**config.mk**
```make
export PLATFORM = sky130hd
export DESIGN_NAME = seq_det_prog
export DESIGN_NICKNAME = d
export VERILOG_FILES = /design/src/rtl/seq_det_pkg.sv /design/src/rtl/seq_det_cmp.sv /design/src/rtl/seq_det_prog.sv
export SDC_FILE = /design/constraint.sdc
export NUM_CORES = 1
export LEC_CHECK = 0
export CAP_MARGIN = 20
export CORE_AREA = 2 2 48 83
export DETAILED_ROUTE_END_ITERATION = 6
export DIE_AREA = 0 0 50 85
export GPL_TIMING_DRIVEN = 0
export SLEW_MARGIN = 15
export SYNTH_ARGS = -nofsm -noshare
export SYNTH_HDL_FRONTEND = slang
export SYNTH_SLANG_ARGS = --single-unit
```
**constraint.sdc**
```tcl
create_clock -name i_clk -period 3.6 [get_ports i_clk]
set_input_delay 0.36 -clock i_clk [delete_from_list [all_inputs] [get_ports i_clk]]
set_output_delay 0.36 -clock i_clk [all_outputs]
set_load 0.05 [all_outputs]
```
**src/rtl/seq_det_pkg.sv**
```systemverilog
// Shared types and reset defaults for the programmable serial sequence detector.
package seq_det_pkg;

    typedef enum logic [1:0] {
        S_FILL  = 2'd0,
        S_ARMED = 2'd1,
        S_HIT   = 2'd2
    } state_e;

    localparam int unsigned DEF_PATTERN = 32'b1010;
    localparam int unsigned DEF_LEN     = 4;
    localparam bit          DEF_OVERLAP = 1'b1;

endpackage

```
**src/rtl/seq_det_cmp.sv**
```systemverilog
// Masked compare of the next history word against the pattern; only the low len bits count.
module seq_det_cmp #(
    parameter int unsigned MAX_LEN = 8,
    parameter int unsigned LEN_W   = $clog2(MAX_LEN + 1)
) (
    input  logic [MAX_LEN-1:0] i_hist,
    input  logic [MAX_LEN-1:0] i_pattern,
    input  logic [LEN_W-1:0]   i_len,
    output logic               o_eq_c
);
    import seq_det_pkg::*;

    logic [MAX_LEN-1:0] w_mask;

    always_comb begin
        w_mask = '0;
        for (int i = 0; i < MAX_LEN; i++) begin
            w_mask[i] = (LEN_W'(i) < i_len);
        end
        o_eq_c = (((i_hist ^ i_pattern) & w_mask) == '0);
    end

endmodule

```
**src/rtl/seq_det_prog.sv**
```systemverilog
// Programmable Moore serial sequence detector with runtime pattern/length/overlap.
// Optional saturating match counter on o_match_cnt when MATCH_CNT_EN is defined.
module seq_det_prog #(
    parameter int unsigned          MAX_LEN     = 8,
    parameter int unsigned          LEN_W       = $clog2(MAX_LEN + 1),
    parameter logic [MAX_LEN-1:0]   DEF_PATTERN = MAX_LEN'(seq_det_pkg::DEF_PATTERN),
    parameter int unsigned          DEF_LEN     = seq_det_pkg::DEF_LEN,
    parameter bit                   DEF_OVERLAP = seq_det_pkg::DEF_OVERLAP
`ifdef MATCH_CNT_EN
    ,
    parameter int unsigned          CNT_W       = 16
`endif
) (
    input  logic               i_clk,
    input  logic               i_rst,
    input  logic               i_en,
    input  logic               i_cfg_load,
    input  logic [MAX_LEN-1:0] i_cfg_pattern,
    input  logic [LEN_W-1:0]   i_cfg_len,
    input  logic               i_cfg_overlap,
    input  logic               i_in_valid,
    input  logic               i_in,
    output logic               o_out,
    output logic               o_cfg_err
`ifdef MATCH_CNT_EN
    ,
    output logic [CNT_W-1:0]   o_match_cnt
`endif
);
    import seq_det_pkg::*;

    localparam int unsigned LW1 = LEN_W + 1;

    state_e             r_state, w_state_next;
    logic [MAX_LEN-1:0] r_pattern, w_pattern_next;
    logic [LEN_W-1:0]   r_len, w_len_next;
    logic               r_overlap, w_overlap_next;
    logic [MAX_LEN-2:0] r_hist, w_hist_keep;
    logic [LEN_W-1:0]   r_fill, w_fill_next, w_fill_inc;
    logic               r_out, r_cfg_err, w_cfg_err_next;
    logic [MAX_LEN-1:0] w_hist_next;
    logic               w_beat, w_eq, w_full, w_match, w_len_ok;
`ifdef MATCH_CNT_EN
    logic [CNT_W-1:0]   r_cnt, w_cnt_next;
`endif

    assign w_beat      = i_en & i_in_valid & ~i_cfg_load;
    assign w_hist_next = {r_hist, i_in};
    assign w_fill_inc  = (r_fill < r_len) ? r_fill + LEN_W'(1) : r_fill;
    assign w_full      = (LW1'(r_fill) + LW1'(1)) >= LW1'(r_len);
    assign w_match     = w_full & w_eq;
    assign w_len_ok    = (i_cfg_len != '0) && (i_cfg_len <= LEN_W'(MAX_LEN));

    seq_det_cmp #(
        .MAX_LEN (MAX_LEN),
        .LEN_W   (LEN_W)
    ) u_cmp (
        .i_hist    (w_hist_next),
        .i_pattern (r_pattern),
        .i_len     (r_len),
        .o_eq_c    (w_eq)
    );

    // Next-state: cfg_load outranks a same-cycle bit; a rejected load is a plain non-beat cycle.
    always_comb begin
        w_state_next   = r_state;
        w_pattern_next = r_pattern;
        w_len_next     = r_len;
        w_overlap_next = r_overlap;
        w_hist_keep    = r_hist;
        w_fill_next    = r_fill;
        w_cfg_err_next = 1'b0;
`ifdef MATCH_CNT_EN
        w_cnt_next     = r_cnt;
`endif
        if (i_cfg_load && w_len_ok) begin
            w_pattern_next = i_cfg_pattern;
            w_len_next     = i_cfg_len;
            w_overlap_next = i_cfg_overlap;
            w_hist_keep    = '0;
            w_fill_next    = '0;
            w_state_next   = S_FILL;
`ifdef MATCH_CNT_EN
            w_cnt_next     = '0;
`endif
        end else if (w_beat) begin
            w_hist_keep = w_hist_next[MAX_LEN-2:0];
            if (w_match) begin
                w_state_next = S_HIT;
                w_fill_next  = r_overlap ? w_fill_inc : '0;
`ifdef MATCH_CNT_EN
                if (r_cnt != '1) w_cnt_next = r_cnt + CNT_W'(1);
`endif
            end else begin
                w_fill_next  = w_fill_inc;
                w_state_next = (w_fill_inc == r_len) ? S_ARMED : S_FILL;
            end
        end else if (r_state == S_HIT) begin
            w_state_next = r_overlap ? S_ARMED : S_FILL;
        end
        if (i_cfg_load && !w_len_ok) w_cfg_err_next = 1'b1;
    end

    always_ff @(posedge i_clk) begin
        if (i_rst) begin
            r_state   <= S_FILL;
            r_pattern <= DEF_PATTERN;
            r_len     <= LEN_W'(DEF_LEN);
            r_overlap <= DEF_OVERLAP;
            r_hist    <= '0;
            r_fill    <= '0;
            r_out     <= 1'b0;
            r_cfg_err <= 1'b0;
`ifdef MATCH_CNT_EN
            r_cnt     <= '0;
`endif
        end else begin
            r_state   <= w_state_next;
            r_pattern <= w_pattern_next;
            r_len     <= w_len_next;
            r_overlap <= w_overlap_next;
            r_hist    <= w_hist_keep;
            r_fill    <= w_fill_next;
            r_out     <= (w_state_next == S_HIT);
            r_cfg_err <= w_cfg_err_next;
`ifdef MATCH_CNT_EN
            r_cnt     <= w_cnt_next;
`endif
        end
    end

    assign o_out     = r_out;
    assign o_cfg_err = r_cfg_err;
`ifdef MATCH_CNT_EN
    assign o_match_cnt = r_cnt;
`endif

endmodule

```
# Word-level counts from Yosys, hierarchy flattened
# Cells that the tools add are included.
# classes
addsub	2
magnitude_cmp	11
n_eq_ne	3
mux	10
n_bitwise	6
n_reduce_logical	7
# op_table
op	n
$lt A3 B4 Y1 const A	4
$mux W4	3
$and A8 B8 Y8	1
$logic_not A8 Y1	1
$lt A1 B4 Y1 const A	2
$lt A2 B4 Y1 const A	2
$mux W2	4
$xor A8 B8 Y8	1
$add A4 B1 Y5 const B	1
$ge A5 B4 Y1	1
$add A4 B1 Y4 const B	1
$eq A2 B2 Y1 const B	2
$eq A4 B4 Y1	1
$le A4 B4 Y1 const B	1
$lt A4 B4 Y1	1
$reduce_bool A4 Y1	1
$and A1 B1 Y1	3
$logic_and A1 B1 Y1	3
$mux W1	3
$reduce_or A2 Y1	1
$logic_not A1 Y1	1
$not A1 Y1	1
# totals
register_bits	28
input_bits	19
out_inout_bits	2
wordCells	47

# Longest topological paths before layout
# Gate-level depths: netlist of run 1.
# depth
depth_word	8
depth_mapped	10
mapped_depth_nobuf	10

# Hierarchy
# From an unflattened synthesis of run 1, not the netlist that was laid out.
# unflattened
cells_unflattened	179
hier_area_um2	1475.2
# by_module_without_submodules
module	instances	cells_each	area_each_um2	seq_area_each_um2
seq_det_prog	1	155	1310.0	520.5
seq_det_cmp	1	24	165.2	0.0

# Least setup slack after synthesis of run 1
# Ideal clock, no wire load.
# synth_path
kind	reg-to-reg
start	reg r_fill[0]
end	reg r_fill[1]
setup_ns	0.117
arrival_ns	2.016
required_ns	3.483
path_slack_ns	1.467
path_stages_with_launch	9
path_buffers	0
synth_period_minus_slack_ns	2.133
path_cell_list	dfxtp_1 -> ha_1 -> ha_1 -> a21bo_2 -> a21oi_1 -> o221ai_1 -> a21o_1 -> o31a_1 -> a22o_1
# synth_between
elab_chain_len	4
elab_cells_between_ends	8
cone_classes	add/sub (2); order compare (2); mux (3); bitwise (1)
# synth_rtl
item	line_no	rtl
start, declared	seq_det_prog.sv:39	logic [LEN_W-1:0] r_fill, w_fill_next, w_fill_inc;
start signal, assigned	seq_det_prog.sv:123	r_fill <= w_fill_next;
$add A4 B1 Y5, or another cell as far along	seq_det_prog.sv:50	assign w_full = (LW1'(r_fill) + LW1'(1)) >= LW1'(r_len);
$ge A5 B4 Y1 or $mux W4 (tied branches)	seq_det_prog.sv:50, seq_det_prog.sv:49	
$and A1 B1 Y1 or $mux W4 (tied branches)	seq_det_prog.sv:51, seq_det_prog.sv:90	
$mux W4 *	seq_det_prog.sv:88	if (w_match) begin
# Mark *: on every way between the ends. The rest lies on a longest branch, timed or not.
# A chain may end at the register's enable or synchronous reset.

# Final worst setup path of run 1
# Ends and elaborated chain as after synthesis.

==> out/metrics.json, run 1 <==
{
  "floorplan": {
    "die_y_microns": 85,
    "floorplan.io_pins": 21,
    "placement_rows": 29,
    "die_area_sq_mm": 0.00425,
    "chipWidth_microns": 50,
    "initial_utilization_pct": 38.1,
    "core_area_sq_mm": 0.00359
  },
  "logic_synthesis": {
    "synth_simple_gate_area_share_pct": 19.8,
    "synth-async-reset-ratio_pct": 0,
    "yosysMostFrequentCell": "sky130_fd_sc_hd__dfxtp_1",
    "synth_compound_gate_area_share_pct": 18.8,
    "synthFlopType": "sky130_fd_sc_hd__dfxtp_1",
    "postSynthNetCount": 185,
    "synth.area.top_cells": "sky130_fd_sc_hd__dfxtp_1 38%, sky130_fd_sc_hd__ha_1 8.2%, sky130_fd_sc_hd__nand2_1 6.3%, sky130_fd_sc_hd__mux2i_1 5.8%, sky130_fd_sc_hd__a21oi_1 4.7%",
    "netlist_instances": 157,
    "synth_top_family_by_area": "simple AND/OR/NAND/NOR gates",
    "yosysTopAreaCell": "sky130_fd_sc_hd__dfxtp_1",
    "yosys_warnings": 0,
    "netlist_area_sq_mm": 0.00137,
    "ys_top_cells_by_count": "26 x sky130_fd_sc_hd__dfxtp_1, 23 x sky130_fd_sc_hd__nand2_1, 13 x sky130_fd_sc_hd__a21oi_1, 13 x sky130_fd_sc_hd__nor2_1, 9 x sky130_fd_sc_hd__ha_1",
    "yosys.cell_types.count": 39,
    "synth_enable_flop_cells": 0,
    "synth.top_cell.area_share_pct": 38.0,
    "syn_area_per_cell_sq_um": 8.73,
    "xor_xnor_cell_area_share_of_the_yosys_netlist_pct": 5.75,
    "ys_seq_area_share_pct": 38.0,
    "yosys.area_share.adder_pct": 8.22,
    "synth_mux_area_share_pct": 5.84,
    "synth-seq-cells": 26
  },
  "power_and_ir_drop": {
    "p_seq_share_pct": 52.2,
    "p_int_uw": 440,
    "clock_power_share_pct": 33.0,
    "vdd_ir_drop_max_uv": 284,
    "leakagePower_nw": 0.715,
    "power_density_mw_per_mm2": 351,
    "relative_contribution_of_combinational_cells_to_total_power_pct": 14.7,
    "power.share.switching_pct": 25.2,
    "total_switching_power_uw": 148
  },
  "place": {
    "placement.io_buffers": 19,
    "place_ws_ns": 1.06,
    "dpl_cell_area_sq_mm": 0.00162,
    "detailed_place_hpwl_microns": 2500,
    "finalWeightedCongestion": 0.839
  },
  "drt": {
    "vias": 1190,
    "vias_per_cell": 5.27,
    "firstDrtPassIters": 4,
    "antenna_violating_nets_post_route": 0,
    "wl_per_cell_microns": 13.6,
    "total_length_of_routed_wires_microns": 3080,
    "drtIter0Drc": 32,
    "detail_route.drc_violations": 0
  },
  "sta": {
    "timing_max_transition_violations_final": 0,
    "clock_skew_ns": 0.00329,
    "fin_ws_ns": 1.22,
    "report.final.hold_viol_count": 0,
    "grt_setup_unrepaired": "no",
    "fmax_mhz": 421,
    "final.min_clock_period_ns": 2.38,
    "finalCritPeriodShare_pct": 66.1,
    "timing.final.setup_violations": 0,
    "maxSlewHeadroom_pct": 55.3,
    "finalSetupTns_ns": 0,
    "worstMarginPinSlew_ns": 0.671
  },
  "layout": {
    "post_route_cells_drive_above_1_share_pct": 6.67,
    "insertedDiodeCount": 0,
    "layout.cell_area.non_filler_sq_mm": 0.00167,
    "area.growth.synth_to_final_pct": 22.1,
    "final.fill_count": 359,
    "post_layout_net_count": 209,
    "finish.utilization_pct": 46.6
  },
  "global_route": {
    "grt_pass1_wl_microns": 5290,
    "grt_use_total_pct": 16.2,
    "grt_pass1_vias": 1164,
    "initial_antenna_violation_count": 0,
    "pin_count_of_the_biggest_net_entering_global_routing": 15,
    "grt_overflow_total": 0
  },
  "clock_tree": {
    "cts_max_path_buffers": 2,
    "cts_resized": 0,
    "clock_tree.root_cell": "sky130_fd_sc_hd__clkbuf_8",
    "clkSlewWorstSetupHoldPaths_ns": 0.09,
    "cts_hold_buf": 0,
    "cts-buffers-inserted": 3,
    "clock_latency_of_the_later_clocked_register_in_the_worst_skew_pair_ns": 0.28,
    "cts.sinks": 26,
    "tritoncts": "done",
    "post_cts_buffers": 0,
    "htree_num_levels": 1
  },
  "setup_path": {
    "endpoint_kind": "register",
    "worst_ep_arrival_time_ns": 2.56,
    "setup.worst_path.start_class": "register",
    "path_class": "reg2reg",
    "critPathMaxFanout": 5,
    "cp_data_required_time_ns": 3.78
  },
  "hold_path": {
    "hold_class": "reg2reg"
  },
  "flow_run": {
    "drv_cap": 0
  },
  "run_status": {
    "run_status": "finished, final reports clean"
  }
}
layout by cell type (no fill, tap or decap), types with 3 or more instances in the layout:
cell type and n:
sky130_fd_sc_hd__dfxtp_1 26, sky130_fd_sc_hd__a211oi_1 3, sky130_fd_sc_hd__ha_1 9, sky130_fd_sc_hd__nand3_1 3, sky130_fd_sc_hd__inv_1 5, sky130_fd_sc_hd__clkbuf_8 4
sky130_fd_sc_hd__nor2_1 13, sky130_fd_sc_hd__a21oi_1 13, sky130_fd_sc_hd__nand2b_1 3, sky130_fd_sc_hd__nand2_1 23, sky130_fd_sc_hd__clkbuf_1 4, sky130_fd_sc_hd__clkdlybuf4s50_1 19
sky130_fd_sc_hd__a211o_1 3, sky130_fd_sc_hd__nor3_1 4, sky130_fd_sc_hd__mux2i_1 8, sky130_fd_sc_hd__and3_1 3, sky130_fd_sc_hd__xor2_1 7
area by class of cell:
cell class                      count  area (sq um)  area share, %
Buffer                              6          30.0           1.80
Clock buffer                        4          55.1           3.29
Inverter                            5          18.8           1.12
Multi-Input combinational cell    120           801           47.9
Sequential cell                    26           520           31.1
Tap cell                           46          57.6           3.44
Timing Repair Buffer               19           190           11.4
path summary, 6_finish.rpt:
check | startpoint | endpoint | slack, ns | depth (start not counted)
hold / removal | r_hist[6]$_SDFFE_PP0P_ | r_hist[6]$_SDFFE_PP0P_ | 0.47 | 2
hold reg to reg | r_hist[6]$_SDFFE_PP0P_ | r_hist[6]$_SDFFE_PP0P_ | 0.47 | 2
setup / recovery | r_fill[0]$_SDFFE_PP0P_ | r_fill[1]$_SDFFE_PP0P_ | 1.22 | 8
setup reg to reg | r_fill[0]$_SDFFE_PP0P_ | r_fill[1]$_SDFFE_PP0P_ | 1.22 | 8
state kept, by name, summed over array words and instances, names as in the netlist:
| signal | count |
|---|---|
| o_out | 1 |
| r_len | 4 |
| o_cfg_err | 1 |
| r_fill | 4 |
| r_overlap | 1 |
| r_pattern | 8 |
| r_hist | 7 |
routing by layer:
metal	global-route usage, %	vias up	share of wire, %
met5	0	-	0
met4	6.82	0	1.8
met3	2.11	5	1.9
met2	30.0	17	57
met1	17.6	563	39
li1	-	605	-
per-stage QoR:
stage	cells	hold WS (ns)	total power, mW
finish	226	0.474	0.588
global route	226	0.503	0.612
CTS	226	0.472	0.594
detailed placement	222	0.462	0.401
global placement	222	0.455	0.399
floorplan	157	0.448	0.364
power by group through the flow:
| stage | clock (mW) | sequential [mW] | combinational (mW) |
|---|---|---|---|
| after floorplan | 0 | 0.312 | 0.0511 |
| after global placement | 0 | 0.314 | 0.0853 |
| after detailed placement | 0 | 0.314 | 0.0871 |
| after CTS | 0.199 | 0.307 | 0.0872 |
| after global routing | 0.206 | 0.308 | 0.0979 |
| final | 0.194 | 0.307 | 0.0865 |
worst max-delay path, stage by stage (launching register included):
cell                       delay [ns]
sky130_fd_sc_hd__dfxtp_1         0.44
sky130_fd_sc_hd__ha_1            0.29
sky130_fd_sc_hd__ha_1            0.28
sky130_fd_sc_hd__a21bo_2         0.22
sky130_fd_sc_hd__a21oi_1         0.13
sky130_fd_sc_hd__o221ai_1        0.16
sky130_fd_sc_hd__a21o_1          0.23
sky130_fd_sc_hd__o31a_1          0.31
sky130_fd_sc_hd__a22o_1          0.24
cell families (layout without fill, tap and decap cells):
group | Yosys count | in the layout
xor gates and xnor gates | 9 | 9
and+or+nand+nor | 58 | 58
buffers and inverters | 11 | 34
adders and majority gates | 9 | 9
AOI/OAI and AO/OA | 36 | 36
DFF | 26 | 26
muxes | 8 | 8
Note: power is estimated with default switching activity, not from simulation.
==> run 2: changes to the inputs <==
clock period = 2.22 ns   (was 3.6 ns; I/O delays follow)
==> out/metrics.json, run 2 (synthesized netlist as in run 1, its figures left out) <==
{
  "layout": {
    "multi_input_comb_area": {"value": 833, "unit": "sq um", "change": "was 801 sq um"},
    "layout_common_cells": {"value": "23 x sky130_fd_sc_hd__nand2_1, 21 x sky130_fd_sc_hd__dfxtp_1, 19 x sky130_fd_sc_hd__clkdlybuf4s50_1, 13 x sky130_fd_sc_hd__nor2_1, 12 x sky130_fd_sc_hd__a21oi_1", "change": "was 26 x sky130_fd_sc_hd__dfxtp_1, 23 x sky130_fd_sc_hd__nand2_1, 19 x sky130_fd_sc_hd__clkdlybuf4s50_1, 13 x sky130_fd_sc_hd__nor2_1, 13 x sky130_fd_sc_hd__a21oi_1"},
    "largest_register_ff_count": {"value": 8, "change": "unchanged"},
    "post_layout_net_count": {"value": 213, "change": "was 209"},
    "post_route_cells_drive_above_1_share": {"value": 14.7, "unit": "%", "change": "was 6.67%"},
    "final-instance-count-excl-fill": {"value": 230, "change": "was 226"},
    "insertedDiodeCount": {"value": 0, "change": "unchanged"},
    "final.fill_count": {"value": 359, "change": "unchanged"},
    "layout.cell_area.non_filler": {"value": 0.00175, "unit": "sq mm", "change": "was 0.00167 sq mm"},
    "area.growth.synth_to_final": {"value": 27.6, "unit": "%", "change": "was 22.1%"},
    "finish.utilization": {"value": 48.7, "unit": "%", "change": "was 46.6%"},
    "layout_commonest_cell": {"value": "sky130_fd_sc_hd__nand2_1", "change": "was sky130_fd_sc_hd__dfxtp_1"},
    "most_flops_register": {"value": "r_pattern", "change": "unchanged"},
    "reg.largest.list": {"value": "r_pattern x8, r_hist x7", "change": "unchanged"},
    "seq_area": {"value": 532, "unit": "sq um", "change": "was 520 sq um"}
  },
  "global_route": {
    "grt_overflow_total": {"value": 0, "change": "unchanged"},
    "grt_pass1_wl": {"value": 5350, "unit": "microns", "change": "was 5290 microns"},
    "pin_count_of_the_biggest_net_entering_global_routing": {"value": 15, "change": "unchanged"},
    "initial_antenna_violation_count": {"value": 0, "change": "unchanged"},
    "grt_use_total": {"value": 16.3, "unit": "%", "change": "was 16.2%"},
    "grt_pass1_vias": {"value": 1184, "change": "was 1164"}
  },
  "sta": {
    "maxSlewHeadroom": {"value": 60.5, "unit": "%", "change": "was 55.3%"},
    "finalCritPeriodShare": {"value": 105, "unit": "%", "change": "was 66.1%"},
    "final.min_clock_period": {"value": 2.32, "unit": "ns", "change": "was 2.38 ns"},
    "clock_skew": {"value": 0.00218, "unit": "ns", "change": "was 0.00329 ns"},
    "fin_ws": {"value": -0.100, "unit": "ns", "change": "was 1.22 ns"},
    "timing_max_transition_violations_final": {"value": 0, "change": "unchanged"},
    "fmax": {"value": 431, "unit": "MHz", "change": "was 421 MHz"},
    "timing.final.setup_violations": {"value": 3, "change": "was 0"},
    "report.final.hold_viol_count": {"value": 0, "change": "unchanged"},
    "grt_setup_unrepaired": {"value": "yes", "change": "was no"},
    "worstMarginPinSlew": {"value": 0.591, "unit": "ns", "change": "was 0.671 ns"},
    "finalSetupTns": {"value": -0.254, "unit": "ns", "change": "was 0 ns"}
  },
  "drt": {
    "vias_per_cell": {"value": 5.27, "change": "about the same"},
    "firstDrtPassIters": {"value": 4, "change": "unchanged"},
    "antenna_violating_nets_post_route": {"value": 0, "change": "unchanged"},
    "vias": {"value": 1211, "change": "was 1190"},
    "drtIter0Drc": {"value": 35, "change": "was 32"},
    "wl_per_cell": {"value": 13.9, "unit": "microns", "change": "was 13.6 microns"},
    "total_length_of_routed_wires": {"value": 3190, "unit": "microns", "change": "was 3080 microns"},
    "detail_route.drc_violations": {"value": 0, "change": "unchanged"}
  },
  "setup_path": {
    "critPathMaxFanout": {"value": 4, "change": "was 5"},
    "path_class": {"value": "reg2reg", "change": "unchanged"},
    "worst-path-buf-inv": {"value": 0, "change": "unchanged"},
    "cp_cell_sequence": {"value": "or4_1 -> a222oi_1 -> o221ai_2 -> a21o_1 -> o31a_1 -> a22o_1", "change": "was ha_1 -> ha_1 -> a21bo_2 -> a21oi_1 -> o221ai_1 -> a21o_1 -> o31a_1 -> a22o_1"},
    "timing.critical_path.max_delay_family": {"value": "compound AO/OA/AOI/OAI gates", "change": "unchanged"},
    "crit_path_max_incr_delay": {"value": 0.51, "unit": "ns", "change": "was 0.44 ns"},
    "cp_data_required_time": {"value": 2.40, "unit": "ns", "change": "was 3.78 ns"},
    "setup.worst_path.start_class": {"value": "register", "change": "unchanged"},
    "worst_ep_arrival_time": {"value": 2.50, "unit": "ns", "change": "was 2.56 ns"},
    "endpoint_kind": {"value": "register", "change": "unchanged"},
    "crit_slowest_cell": {"value": "sky130_fd_sc_hd__or4_1", "change": "was sky130_fd_sc_hd__dfxtp_1"}
  },
  "floorplan": {
    "die_area": {"value": 0.00425, "unit": "sq mm", "change": "unchanged"},
    "initial_utilization": {"value": 38.1, "unit": "%", "change": "unchanged"},
    "placement_rows": {"value": 29, "change": "unchanged"},
    "die_y": {"value": 85, "unit": "microns", "change": "unchanged"},
    "floorplan.io_pins": {"value": 21, "change": "unchanged"},
    "chipWidth": {"value": 50, "unit": "microns", "change": "unchanged"},
    "core_area": {"value": 0.00359, "unit": "sq mm", "change": "unchanged"}
  },
  "power_and_ir_drop": {
    "power": {"value": 962, "unit": "uW", "change": "was 588 uW"},
    "vdd_ir_drop_max": {"value": 442, "unit": "uV", "change": "was 284 uV"},
    "clock_power_share": {"value": 32.7, "unit": "%", "change": "was 33.0%"},
    "total_switching_power": {"value": 245, "unit": "uW", "change": "was 148 uW"},
    "p_seq_share": {"value": 51.7, "unit": "%", "change": "was 52.2%"},
    "relative_contribution_of_combinational_cells_to_total_power": {"value": 15.7, "unit": "%", "change": "was 14.7%"},
    "power_density": {"value": 551, "unit": "mW/mm^2", "change": "was 351 mW/mm^2"},
    "leakagePower": {"value": 0.739, "unit": "nW", "change": "was 0.715 nW"},
    "power.share.switching": {"value": 25.4, "unit": "%", "change": "was 25.2%"},
    "p_int": {"value": 718, "unit": "uW", "change": "was 440 uW"}
  },
  "clock_tree": {
    "clock_tree.root_cell": {"value": "sky130_fd_sc_hd__clkbuf_8", "change": "unchanged"},
    "cts.sinks": {"value": 26, "change": "unchanged"},
    "tritoncts": {"value": "done", "change": "unchanged"},
    "htree_num_levels": {"value": 1, "change": "unchanged"},
    "cts_max_path_buffers": {"value": 2, "change": "unchanged"},
    "clkSlewWorstSetupHoldPaths": {"value": 0.09, "unit": "ns", "change": "about the same"},
    "clock_latency_of_the_later_clocked_register_in_the_worst_skew_pair": {"value": 0.28, "unit": "ns", "change": "about the same"},
    "cts-buffers-inserted": {"value": 3, "change": "unchanged"}
  },
  "place": {
    "dpl.cell_count": {"value": 222, "change": "unchanged"},
    "detailed_place_hpwl": {"value": 2500, "unit": "microns", "change": "unchanged"},
    "finalWeightedCongestion": {"value": 0.839, "change": "unchanged"},
    "placement.io_buffers": {"value": 19, "change": "unchanged"},
    "dpl_cell_area": {"value": 0.00162, "unit": "sq mm", "change": "unchanged"}
  },
  "flow_run": {
    "drv_cap": {"value": 0, "change": "unchanged"}
  },
  "run_status": {
    "run_status": {"value": "complete, but fails checks", "change": "was finished, final reports clean"},
    "failed_checks": "setup timing"
  },
  "hold_path": {
    "hold_class": {"value": "in2reg", "change": "was reg2reg"}
  }
}
run 2: worst paths after layout:
path	from	to	slack [ns]	depth (start not counted)
worst max-delay path	r_len[0]$_SDFFE_PP0P_	r_fill[1]$_SDFFE_PP0P_	-0.10	6
worst min-delay path	i_cfg_load	o_cfg_err$_SDFF_PP0_	0.34	2
worst max register to register	r_len[0]$_SDFFE_PP0P_	r_fill[1]$_SDFFE_PP0P_	-0.10	6
worst min register to register	r_hist[6]$_SDFFE_PP0P_	r_hist[6]$_SDFFE_PP0P_	0.47	2
run 2: layer usage:
layer  global-route usage, %  routed length, microns  up-vias
li1                        -                       -      612
met1                    17.9                    1250      576
met2                    29.8                    1800       16
met3                    2.11                      49        7
met4                    8.08                      88        0
met5                       0                       0        -
run 2: area by class of cell:
type	instances	area share, %
multi-input cells	120	47.7
repair buffers	23	12.6
plain buffers	6	1.79
inverters	5	1.07
clock buffers	4	3.15
well taps	46	3.29
flip-flops and latches	26	30.4
run 2: repair_timing:
action	4_1_cts	5_1_grt
hold buffers	0	0
pin swaps	1	1
setup endpoints to repair	3	7
gates resized for setup	4	9
setup buffers	3	1
run 2: power by group through the flow:
| stage | Combinational (mW) | Clock [mW] | Sequential, mW |
|---|---|---|---|
| after floorplan | 0.0829 | 0 | 0.507 |
| after global placement | 0.138 | 0 | 0.509 |
| after detailed placement | 0.141 | 0 | 0.509 |
| after CTS | 0.145 | 0.323 | 0.497 |
| after global routing | 0.170 | 0.335 | 0.499 |
| final | 0.151 | 0.314 | 0.497 |
run 2: metrics by stage:
stage | setup WS (ns) | hold slack, ns
global placement | -0.130 | 0.455
global route | -0.189 | 0.378
finish | -0.100 | 0.341
floorplan | 0.0874 | 0.316
CTS | -0.108 | 0.334
detailed placement | -0.184 | 0.462
==> run 3: changes to the inputs <==
SLEW_MARGIN = not set   (was 15)
==> results of run 3 <==
Same layout as run 2: the final DEF is identical, and so are final timing and power.
